File: src/rtl/glyph_row_scanner.sv
// Row-multiplexed LED dot-matrix scanner: fetches two glyph rows per row phase from a
// combinational font ROM and drives one-hot rows with static, auto-advance or left-scroll content.
module glyph_row_scanner #(
    parameter int COL_W       = 16,
    parameter int ROW_N       = 16,
    parameter int GLYPH_N     = 4,
    parameter int ADDR_W      = 6,
    parameter int DWELL       = 1000,
    parameter int HOLD_FRAMES = 50,
    localparam int GLYPH_W    = (GLYPH_N > 1) ? $clog2(GLYPH_N) : 1
) (
    input  logic               i_clk,
    input  logic               i_rst_n,
    input  logic               i_en,
    input  logic [1:0]         i_mode,
    input  logic [GLYPH_W-1:0] i_glyph_sel,
    output logic [ADDR_W-1:0]  o_addr,
    input  logic [COL_W-1:0]   i_row,
    output logic [ROW_N-1:0]   o_row_sel,
    output logic [COL_W-1:0]   o_col,
    output logic               o_frame_strobe
);

    localparam int ROW_W   = (ROW_N > 1) ? $clog2(ROW_N) : 1;
    localparam int OFF_W   = (COL_W > 1) ? $clog2(COL_W) : 1;
    localparam int DWELL_W = $clog2(DWELL);
    localparam int FC_W    = (HOLD_FRAMES > 1) ? $clog2(HOLD_FRAMES) : 1;

    typedef enum logic [1:0] {
        MODE_STATIC = 2'b00,
        MODE_AUTO   = 2'b01,
        MODE_SCROLL = 2'b10
    } mode_t;

    logic [DWELL_W-1:0] dwell_cnt, dwell_nxt;
    logic [ROW_W-1:0]   row_cnt, row_nxt;
    logic [FC_W-1:0]    frame_cnt;
    logic [GLYPH_W-1:0] cur_glyph, nxt_glyph;
    logic [OFF_W-1:0]   offset;
    logic [COL_W-1:0]   cur_buf;
    mode_t              mode_r, mode_in;
    logic               dwell_end, row_wrap, hold_end, mode_chg, step;

    // Visible window of the two adjacent glyph rows shifted left by the scroll offset.
    function automatic logic [COL_W-1:0] scroll_window(input logic [COL_W-1:0] cur,
                                                       input logic [COL_W-1:0] nxt,
                                                       input logic [OFF_W-1:0] off);
        return COL_W'(({cur, nxt} << off) >> COL_W);
    endfunction

    function automatic logic [ROW_N-1:0] row_onehot(input logic [ROW_W-1:0] r);
        return ROW_N'(1) << r;
    endfunction

    always_comb begin
        dwell_end = (dwell_cnt == DWELL_W'(DWELL - 1));
        row_wrap  = i_en && dwell_end && (row_cnt == ROW_W'(ROW_N - 1));
        hold_end  = (frame_cnt == FC_W'(HOLD_FRAMES - 1));
        mode_in   = (i_mode == 2'b11) ? MODE_STATIC : mode_t'(i_mode);
        mode_chg  = (mode_in != mode_r);
        step      = !mode_chg && hold_end;
        nxt_glyph = cur_glyph + 1'b1;
        dwell_nxt = dwell_cnt;
        row_nxt   = row_cnt;
        if (i_en) begin
            if (dwell_end) begin
                dwell_nxt = '0;
                row_nxt   = row_cnt + 1'b1;
            end else begin
                dwell_nxt = dwell_cnt + 1'b1;
            end
        end
        // Dwell 0 fetches the current glyph row; from dwell 1 on the next glyph row stays addressed.
        if (dwell_cnt == '0) o_addr = ADDR_W'({cur_glyph, row_cnt});
        else                 o_addr = ADDR_W'({nxt_glyph, row_cnt});
    end

    always_ff @(posedge i_clk or negedge i_rst_n) begin
        if (!i_rst_n) begin
            dwell_cnt      <= '0;
            row_cnt        <= '0;
            frame_cnt      <= '0;
            cur_glyph      <= '0;
            offset         <= '0;
            mode_r         <= MODE_STATIC;
            o_row_sel      <= '0;
            o_col          <= '0;
            o_frame_strobe <= 1'b0;
        end else begin
            dwell_cnt      <= dwell_nxt;
            row_cnt        <= row_nxt;
            o_frame_strobe <= row_wrap;
            // Row is lit only from dwell 2 to the end of its phase; blanked while paused.
            o_row_sel      <= (i_en && dwell_nxt >= DWELL_W'(2)) ? row_onehot(row_nxt) : '0;
            // The next-glyph word is taken live from the ROM so the row lights at dwell 2.
            if (i_en && dwell_cnt == DWELL_W'(1))
                o_col <= scroll_window(cur_buf, i_row, offset);
            if (row_wrap) begin
                mode_r    <= mode_in;
                frame_cnt <= (mode_chg || hold_end) ? '0 : frame_cnt + 1'b1;
                case (mode_in)
                    MODE_AUTO: begin
                        offset <= '0;
                        if (step) cur_glyph <= nxt_glyph;
                    end
                    MODE_SCROLL: begin
                        if (step) begin
                            if (offset == OFF_W'(COL_W - 1)) begin
                                offset    <= '0;
                                cur_glyph <= nxt_glyph;
                            end else begin
                                offset <= offset + 1'b1;
                            end
                        end
                    end
                    default: begin
                        offset    <= '0;
                        cur_glyph <= i_glyph_sel;
                    end
                endcase
            end
        end
    end

    always_ff @(posedge i_clk) begin
        if (i_en && dwell_cnt == '0)
            cur_buf <= i_row;
    end

endmodule

File: config.mk
export PLATFORM = sky130hd
export DESIGN_NAME = glyph_row_scanner
export DESIGN_NICKNAME = d
export VERILOG_FILES = /design/src/rtl/glyph_row_scanner.sv
export SDC_FILE = /design/constraint.sdc
export NUM_CORES = 1
export LEC_CHECK = 0
export ABC_AREA = 1
export BUFFER_PORTS_ARGS = -buffer_cell sky130_fd_sc_hd__buf_2
export CAP_MARGIN = 20
export CORE_MARGIN = 3
export CORE_UTILIZATION = 55
export CTS_BUF_LIST = sky130_fd_sc_hd__clkbuf_4 sky130_fd_sc_hd__clkbuf_8 sky130_fd_sc_hd__clkbuf_16
export CTS_CLUSTER_SIZE = 24
export DETAILED_ROUTE_END_ITERATION = 16
export PLACE_DENSITY = 0.81
export SYNTH_ARGS = -nofsm -noshare
export SYNTH_HDL_FRONTEND = slang
export SYNTH_SLANG_ARGS = --single-unit
File: constraint.sdc
create_clock -name i_clk -period 2.8 [get_ports i_clk]
set_input_delay 0.56 -clock i_clk [delete_from_list [all_inputs] [get_ports i_clk]]
set_output_delay 0.56 -clock i_clk [all_outputs]
set_load 0.005 [all_outputs]
==> results of run 1 <==
[final cells by class]
cell class | count | area (sq um)
clock buffer | 9 | 124
clock inverter | 7 | 56.3
fill | 698 | 2770
inverter | 54 | 210
multi-input combinational | 434 | 2210
sequential | 77 | 2010
tap | 102 | 128
timing repair buffer | 69 | 378
[Yosys cell counts (7+ instances only)]
| master | number | area share |
|---|---|---|
| o211ai_1 | 9 | 0.015 |
| nand2_1 | 170 | 0.14 |
| nand3_1 | 64 | 0.071 |
| nor2_1 | 51 | 0.042 |
| a21oi_1 | 20 | 0.022 |
| clkbuf_1 | 11 | 0.0091 |
| buf_2 | 7 | 0.0077 |
| ha_1 | 9 | 0.025 |
| inv_1 | 46 | 0.038 |
| edfxtp_1 | 16 | 0.11 |
| o21ai_0 | 48 | 0.053 |
| dfrtp_1 | 61 | 0.34 |
[registers in the layout, indices dropped and copies added (netlist names)]
| signal | cells |
|---|---|
| o_row_sel | 16 |
| cur_buf | 16 |
| mode_r | 2 |
| cur_glyph | 2 |
| o_col | 16 |
| dwell_cnt | 10 |
| offset | 4 |
| row_cnt | 4 |
| o_frame_strobe | 1 |
| frame_cnt | 6 |
[worst register-to-register path, delay by kind of cell (launching register included)]
| kind | cells | cell delay (ns) |
|---|---|---|
| fa+ha+maj | 1 | 0.19 |
| simple gates | 9 | 1.30 |
| flops | 1 | 0.43 |
[through the flow]
stage | util | hold WS [ns] | worst slack, ns
after floorplan | - | 0.264 | 0.444
after global placement | 0.626 | 0.428 | 0.715
after global routing | 0.649 | 0.0486 | 0.221
after CTS | 0.649 | 0.0452 | 0.345
after detailed placement | 0.626 | 0.432 | 0.656
final | 0.649 | 0.0518 | 0.336
[power breakdown]
part / internal, mW / switching, mW
registers: 1.20 / 0.0750
logic: 0.123 / 0.260
clock network: 0.333 / 0.454
[routing by layer]
layer	up-vias	global-route usage
met5	-	0
met4	0	0.0734
met3	16	0.0382
met2	113	0.420
met1	1930	0.294
li1	2041	-
[logic make-up (layout without fill, tap and decap cells)]
logic type	after synthesis	in the layout
adder cells (fa/ha/maj)	9	9
flip-flops	77	77
AO/OA/AOI/OAI	88	88
XOR/XNOR	10	10
AND/OR/NAND/NOR	322	322
multiplexers	5	5
buffers and inverters	77	139
[final timing paths]
check / start / end / slack (ns) / cells after the start
worst max-delay path: dwell_cnt[7]$_DFF_PN0_ / o_addr[5] / 0.34 / 7
max in group asynchronous: i_rst_n / dwell_cnt[6]$_DFF_PN0_ / 2.17 / 2
worst max register to register: dwell_cnt[0]$_DFF_PN0_ / o_row_sel[6]$_DFF_PN0_ / 0.75 / 10
min in group i_clk: i_row[0] / cur_buf[0]$_DFFE_PP_ / 0.38 / 1
worst min register to register: o_col[13]$_DFFE_PN0P_ / o_col[13]$_DFFE_PN0P_ / 0.50 / 2
worst min-delay path: i_rst_n / dwell_cnt[0]$_DFF_PN0_ / 0.05 / 1
==> results.cfg, run 1 <==
[worst_setup_path]
critical_path.startpoint_type = flip-flop
critical_path_class = flip-flop to primary output
critPathMostFrequentCell = nor2_1
critical_path_required_ns = 2.24
crit_family = simple AND/OR/NAND/NOR gates
setup.worst_path.end_class = primary output
worst_path_largest_cell_delay_ns = 0.46
critical_path.slowest_cell = dfrtp_1
cp_data_arrival_time_ns = 1.90
crit_path_max_fanout = 6
path_cells = nor2_1, nand3_1, nand3b_1, nor2_1, nand2_1, o21ai_0, buf_2
critical_path_buf_inv_count = 1

[run_status]
outcome = finished clean

[route]
drt-vias-per-instance = 5.45
wl_per_cell_microns = 14.3
number_of_detailed_routing_iterations_run_before_antenna_repair = 5
dr_wl_met2_microns = 5550
wire_length_on_met3_microns = 456
topRoutingLayerUsed = met4
wl_met1_microns = 4580
drc = 0
first_iter_violations = 237
dr_total_vias = 4100
wirelength_microns = 10800
route.antenna.remaining_nets = 0

[synth]
ys_dominant_reg_cell = dfrtp_1
syn_inst = 588
number_of_synthesized_register_bits = 77
synth_fa_ha_area_frac = 0.0248
synthArstFlopShare = 0.792
yosys.area_share.simple = 0.317
synth-compound-area-share = 0.107
yosysUniqueCellTypes = 41
synth_sequential_area_ratio = 0.442
postSynthNetCount = 620
synth_edf_count = 16
synth.area.mux_share = 0.0110
synth.cell_area_sq_um = 4540
main_combinational_cell_family_by_area_after_synthesis = simple AND/OR/NAND/NOR gates
post_synth_xor_area_fraction = 0.0276
synth-warning-count = 0
synth_area_per_cell_sq_um = 7.72

[sta]
rsz0062_at_grt = no
clock.fmax_mhz = 406
final-max-slew-violation-count = 0
layout_min_cycle_time_ns = 2.46
worst_clock_skew_ns = 0.0135
final.setup.tns_ns = 0
relative_slew_slack = 0.552
worst-slew-pin-transition_ns = 0.672
timing.final.crit_share = 0.880
hold_viol_final = 0
setup_viol_count_final = 0

[clock_network]
clk_transition_reported_paths_ns = 0.09
number_of_sinks_on_the_clock_net = 77
tritoncts = done
clock_tree.buffer_depth = 2
cts.repair_timing.setup_buffer_count = 0
root_buffer = clkbuf_8
cts_hold_buf = 0
cts_resized = 0
cts-buffers-inserted = 9
clock_tree.htree_level_count = 3
worst_skew_pair.late_latency_ns = 0.35

[cells_and_area]
antenna_cells = 0
mostFrequentLayoutCell = nand2_1
nets = 677
layout.cell_area.non_filler_sq_um = 5120
layout.cells.non_filler = 752
most-common-layout-cells = 170 x nand2_1, 64 x nand3_1, 61 x dfrtp_1, 61 x buf_2, 51 x nor2_1
drive_gt1_frac = 0.180
area_growth_pct = 12.7

[power_and_ir_drop]
p_leak_nw = 2.53
fin_total_pwr_mw = 2.45
irDropWorstVdd_mv = 0.381
cellPowerDensity_nw_per_um2 = 478

[placed_design]
place.port_buffers = 61
dp.cells = 736
placement.cell_area_sq_um = 4940
place.gp.congestion = 0.958
dp_hpwl_microns = 8040

[floorplan]
floorplan.core_area_sq_um = 7890
fp.dieW_microns = 96.9
initial_utilization = 0.576
io-pin-count = 62
die_h_microns = 96.9
design.die.area_sq_um = 9380
floorplan.rows = 32

[grt]
number_of_global_route_vias_before_repair = 3984
pin_count_of_the_biggest_net_entering_global_routing = 56
gr-total-overflow = 0
grt_first_pass_wirelength_microns = 18400
grt_util_all_layers = 0.236
grt_antenna_before_repair = 0

[flow_run]
cap_violations = 0

[hold_path]
hold_path.class = input pin to async pin
Power figures use the tool's default switching activity.
==> run 2: changes to the inputs <==
--- a/config.mk
+++ b/config.mk
@@ -9,11 +9,11 @@
 export BUFFER_PORTS_ARGS = -buffer_cell sky130_fd_sc_hd__buf_2
 export CAP_MARGIN = 20
 export CORE_MARGIN = 3
-export CORE_UTILIZATION = 55
+export CORE_UTILIZATION = 40
 export CTS_BUF_LIST = sky130_fd_sc_hd__clkbuf_4 sky130_fd_sc_hd__clkbuf_8 sky130_fd_sc_hd__clkbuf_16
 export CTS_CLUSTER_SIZE = 24
 export DETAILED_ROUTE_END_ITERATION = 16
-export PLACE_DENSITY = 0.81
+export PLACE_DENSITY = 0.63
 export SYNTH_ARGS = -nofsm -noshare
 export SYNTH_HDL_FRONTEND = slang
 export SYNTH_SLANG_ARGS = --single-unit
==> results.cfg, run 2 (synthesis results as in run 1) <==
[run_status]
outcome = finished clean

[power_and_ir_drop]
net-switching-power_mw = 0.848
p_leak_nw = 2.58
cellPowerDensity_nw_per_um2 = 531
power_switching_share = 0.303
irDropWorstVdd_mv = 0.365
fraction_of_power_consumed_by_sequential_logic = 0.457
clock_power_share = 0.409
power.share.combinational = 0.134
cell_internal_pwr_mw = 1.95

[cells_and_area]
fillCellCount = 1108
most-common-layout-cells = 170 x nand2_1, 64 x nand3_1, 61 x dfrtp_1, 61 x buf_2, 51 x nor2_1
reg.largest.list = cur_buf x16, o_col x16, o_row_sel x16
layout.cells.non_filler = 791
area_growth_pct = 16.1
finish.utilization = 0.480
nets = 678
layout.cell_area.non_filler_sq_um = 5270
mostFrequentLayoutCell = nand2_1
drive_gt1_frac = 0.181
antenna_cells = 0

[worst_setup_path]
cp-startpoint = dwell_cnt[7]$_DFF_PN0_
cp_data_arrival_time_ns = 1.83
crit_path_max_fanout = 6
critical_path.startpoint_type = flip-flop
rr_worst_depth = 9
setup.worst_path.end = o_addr[5]
endpoint_of_the_worst_register_to_register_path = o_row_sel[3]$_DFF_PN0_
critical_path_required_ns = 2.24
worstReg2RegStart = dwell_cnt[0]$_DFF_PN0_
setup.worst_path.end_class = primary output
worst-r2r-setup-slack_ns = 0.73
critical_path_class = flip-flop to primary output

[clock_network]
cts_resized = 0
clk_transition_reported_paths_ns = 0.07
clock_tree.htree_level_count = 3
root_buffer = clkbuf_16
tritoncts = done
number_of_sinks_on_the_clock_net = 77
clock_tree.buffer_depth = 2
cts-buffers-inserted = 9
cts_hold_buf = 0
worst_skew_pair.late_latency_ns = 0.34
cts.repair_timing.setup_buffer_count = 0

[route]
route.antenna.remaining_nets = 0
drt-vias-per-instance = 5.06
dr_total_vias = 4006
first_iter_violations = 230
drc = 0
wl_per_cell_microns = 13.6
number_of_detailed_routing_iterations_run_before_antenna_repair = 5
wirelength_microns = 10700

[grt]
number_of_global_route_vias_before_repair = 3897
pin_count_of_the_biggest_net_entering_global_routing = 39
gr-total-overflow = 0
grt_util_all_layers = 0.180
grt_first_pass_wirelength_microns = 18400
grt_antenna_before_repair = 0

[floorplan]
design.die.area_sq_um = 12700
io-pin-count = 62
die_h_microns = 113
floorplan.core_area_sq_um = 11000
initial_utilization = 0.413
fp.dieW_microns = 113
floorplan.rows = 38

[sta]
rsz0062_at_grt = no
timing.final.crit_share = 0.854
clock.fmax_mhz = 418
relative_slew_slack = 0.477
setup_viol_count_final = 0
layout_min_cycle_time_ns = 2.39
worst-slew-pin-transition_ns = 0.784
final-max-slew-violation-count = 0
hold_viol_final = 0
final.setup.tns_ns = 0
worst_clock_skew_ns = 0.00757

[placed_design]
place.gp.congestion = 0.905
dp_hpwl_microns = 7980
placement.cell_area_sq_um = 4980
place.port_buffers = 61
dp.cells = 775

[flow_run]
cap_violations = 0

[hold_path]
hold_path.class = input pin to async pin
[run 2: changes by cell type in the layout (fill, tap and decap cells not counted)]
cell / before / now
inv_6: 1 / 3
buf_4: 7 / 9
clkinv_2: 1 / 0
clkbuf_8: 9 / 0
inv_8: 1 / 2
clkbuf_16: 0 / 9
inv_4: 4 / 3
buf_12: 1 / 0
clkinv_4: 2 / 1
[run 2: power by group through the flow]
stage	Sequential [mW]	Clock (mW)	Combinational [mW]
global placement	1.30	0	0.371
floorplan	1.28	0	0.268
CTS	1.28	1.18	0.377
finish	1.28	1.14	0.375
global route	1.29	1.22	0.433
detailed placement	1.30	0	0.375
[run 2: cell type report]
type / instances / area [sq um] / area share
clock buffers: 9 / 225 / 0.0427
clock inverters: 7 / 65.1 / 0.0123
inverters: 54 / 210 / 0.0399
multi-input cells: 434 / 2210 / 0.420
flip-flops and latches: 77 / 2010 / 0.381
well taps: 140 / 175 / 0.0332
repair buffers: 70 / 373 / 0.0708
[run 2: worst min path at each step]
stage / startpoint / endpoint / cells after the start
floorplan: i_rst_n / cur_glyph[0]$_DFFE_PN0P_ / 0
global placement: i_rst_n / o_col[14]$_DFFE_PN0P_ / 1
detailed placement: i_rst_n / o_col[14]$_DFFE_PN0P_ / 1
CTS: i_rst_n / o_col[14]$_DFFE_PN0P_ / 1
global route: i_rst_n / o_col[14]$_DFFE_PN0P_ / 1
finish: i_rst_n / o_col[14]$_DFFE_PN0P_ / 1
[run 2: stage by stage]
step	hold slack [ns]	setup WS [ns]	total power, mW
after floorplan	0.264	0.444	1.55
after global placement	0.453	0.678	1.67
after detailed placement	0.456	0.613	1.67
after CTS	0.0828	0.392	2.83
after global routing	0.0947	0.251	2.94
final	0.0839	0.410	2.80
[run 2: worst max-delay path, stage by stage (launching register included)]
cell,delay [ns]
dfrtp_1,0.45
nor2_1,0.13
nand3_1,0.10
nand3b_1,0.22
nor2_1,0.23
nand2_1,0.07
o21ai_0,0.12
buf_2,0.17
[run 2: per-layer routing]
layer  global-route usage  up-vias  share of wire
met5                    0        -              0
met4               0.0625        0          0.022
met3               0.0485       21          0.059
met2                0.291      104           0.49
met1                0.232     1842           0.43
li1                     -     2039              -
==> run 3: changes to the inputs <==
==> constraint.sdc (replaced) <==
create_clock -name i_clk -period 2.8 [get_ports i_clk]
set_input_delay 0.56 -clock i_clk [delete_from_list [all_inputs] [get_ports i_clk]]
set_output_delay 0.56 -clock i_clk [all_outputs]
set_load 0.02 [all_outputs]
==> results.cfg, run 3 (synthesis results as in run 1) <==
[sta]
timing.final.crit_share = 0.872
worst-slew-pin-transition_ns = 0.800
clock.fmax_mhz = 409
rsz0062_at_grt = no
relative_slew_slack = 0.466
hold_viol_final = 0
final-max-slew-violation-count = 0
fin_worst_hold_slack_ns = 0.0726
setup_viol_count_final = 0
final.setup.tns_ns = 0
layout_min_cycle_time_ns = 2.44
worst_clock_skew_ns = 0.00681

[cells_and_area]
antenna_cells = 0
most-common-layout-cells = 170 x nand2_1, 64 x nand3_1, 61 x dfrtp_1, 61 x buf_2, 51 x nor2_1
mostFrequentLayoutCell = nand2_1
nets = 678
fillCellCount = 1103
area_growth_pct = 16.1
finish.utilization = 0.480
drive_gt1_frac = 0.181
reg.largest.list = cur_buf x16, o_col x16, o_row_sel x16

[clock_network]
clock_tree.buffer_depth = 2
cts.repair_timing.setup_buffer_count = 0
worst_skew_pair.late_latency_ns = 0.34
clock_tree.htree_level_count = 3
cts_resized = 0
tritoncts = done
root_buffer = clkbuf_16
number_of_sinks_on_the_clock_net = 77
cts-buffers-inserted = 9
cts_hold_buf = 0
clk_transition_reported_paths_ns = 0.07

[flow_run]
cap_violations = 0

[grt]
gr-total-overflow = 0
grt_first_pass_wirelength_microns = 18600
grt_util_all_layers = 0.181
pin_count_of_the_biggest_net_entering_global_routing = 39
number_of_global_route_vias_before_repair = 4014
grt_antenna_before_repair = 0

[worst_setup_path]
setup.worst_path.end_class = primary output
critical_path_class = flip-flop to primary output
critical_path_required_ns = 2.24
critPathMostFrequentCell = nor2_1
critical_path_buf_inv_count = 1
worst_path_largest_cell_delay_ns = 0.44
critical_path.startpoint_type = flip-flop
crit_path_max_fanout = 6
path_cells = nor2_1, nand3_1, nand3b_1, nor2_1, nand2_1, o21ai_0, buf_2
crit_family = simple AND/OR/NAND/NOR gates
cp_data_arrival_time_ns = 1.88
critical_path.slowest_cell = dfrtp_1

[placed_design]
place.port_buffers = 61
dp_hpwl_microns = 8110
place.gp.congestion = 0.907

[floorplan]
fp.dieW_microns = 113
design.die.area_sq_um = 12700
floorplan.rows = 38
initial_utilization = 0.413
io-pin-count = 62
die_h_microns = 113
floorplan.core_area_sq_um = 11000

[power_and_ir_drop]
p_leak_nw = 2.58
fraction_of_power_consumed_by_sequential_logic = 0.456
net-switching-power_mw = 0.852
cellPowerDensity_nw_per_um2 = 532
cell_internal_pwr_mw = 1.95
power_switching_share = 0.304
power.share.combinational = 0.135
clock_power_share = 0.409
irDropWorstVdd_mv = 0.406

[route]
wirelength_microns = 10800
drc = 0
route.antenna.remaining_nets = 0
number_of_detailed_routing_iterations_run_before_antenna_repair = 4
dr_total_vias = 3998
first_iter_violations = 225
drt-vias-per-instance = 5.05
wl_per_cell_microns = 13.6

[hold_path]
hold_path.class = input pin to async pin

[run_status]
outcome = finished clean
-- run 3: metal layers --
metal	up-vias	GRT usage	wire length, microns
li1	2040	-	-
met1	1850	0.230	4810
met2	85	0.296	5180
met3	23	0.0512	540
met4	0	0.0601	254
met5	-	0	0
-- run 3: final timing paths --
path	start	end	slack [ns]	cells past startpoint
worst max register to register	dwell_cnt[0]$_DFF_PN0_	o_row_sel[7]$_DFF_PN0_	0.73	10
worst min-delay path	i_rst_n	o_col[14]$_DFFE_PN0P_	0.07	1
worst max-delay path	dwell_cnt[7]$_DFF_PN0_	o_addr[5]	0.36	7
max in group asynchronous	i_rst_n	frame_cnt[3]$_DFFE_PN0P_	2.09	2
min in group i_clk	i_row[0]	cur_buf[0]$_DFFE_PP_	0.40	1
worst min register to register	o_col[15]$_DFFE_PN0P_	o_col[15]$_DFFE_PN0P_	0.48	2
-- run 3: cell type report --
| type | instances | area, sq um | area share |
|---|---|---|---|
| clock inverters | 7 | 65.1 | 0.0123 |
| multi-input cells | 434 | 2210 | 0.420 |
| well taps | 140 | 175 | 0.0332 |
| repair buffers | 70 | 373 | 0.0708 |
| inverters | 54 | 210 | 0.0399 |
| clock buffers | 9 | 225 | 0.0427 |
| flip-flops and latches | 77 | 2010 | 0.381 |
-- run 3: metrics by stage --
step                setup WS [ns]  power, mW  std cells  cell area, sq um
global placement            0.678       1.67        775              4980
finish                      0.358       2.80        791              5270
CTS                         0.345       2.84        791              5270
floorplan                   0.444       1.55        588              4540
detailed placement          0.618       1.68        775              4980
global route                0.212       2.96        791              5270
-- run 3: worst register-to-register path, stage by stage, from the launching register on --
cell,delay (ns)
dfrtp_1,0.40
ha_1,0.19
nand2_1,0.15
nor2_8,0.17
nand3_4,0.22
nand3_1,0.19
nand3_1,0.10
nor2_1,0.12
nand2_1,0.08
nand2_2,0.25
nor2_1,0.09
-- run 3: power groups by stage --
stage / Combinational, mW / Clock, mW / Sequential, mW
2_1_floorplan: 0.268 / 0 / 1.28
3_3_place_gp: 0.374 / 0 / 1.30
3_5_place_dp: 0.381 / 0 / 1.30
4_1_cts: 0.382 / 1.18 / 1.28
5_1_grt: 0.438 / 1.24 / 1.29
6_report: 0.378 / 1.15 / 1.28
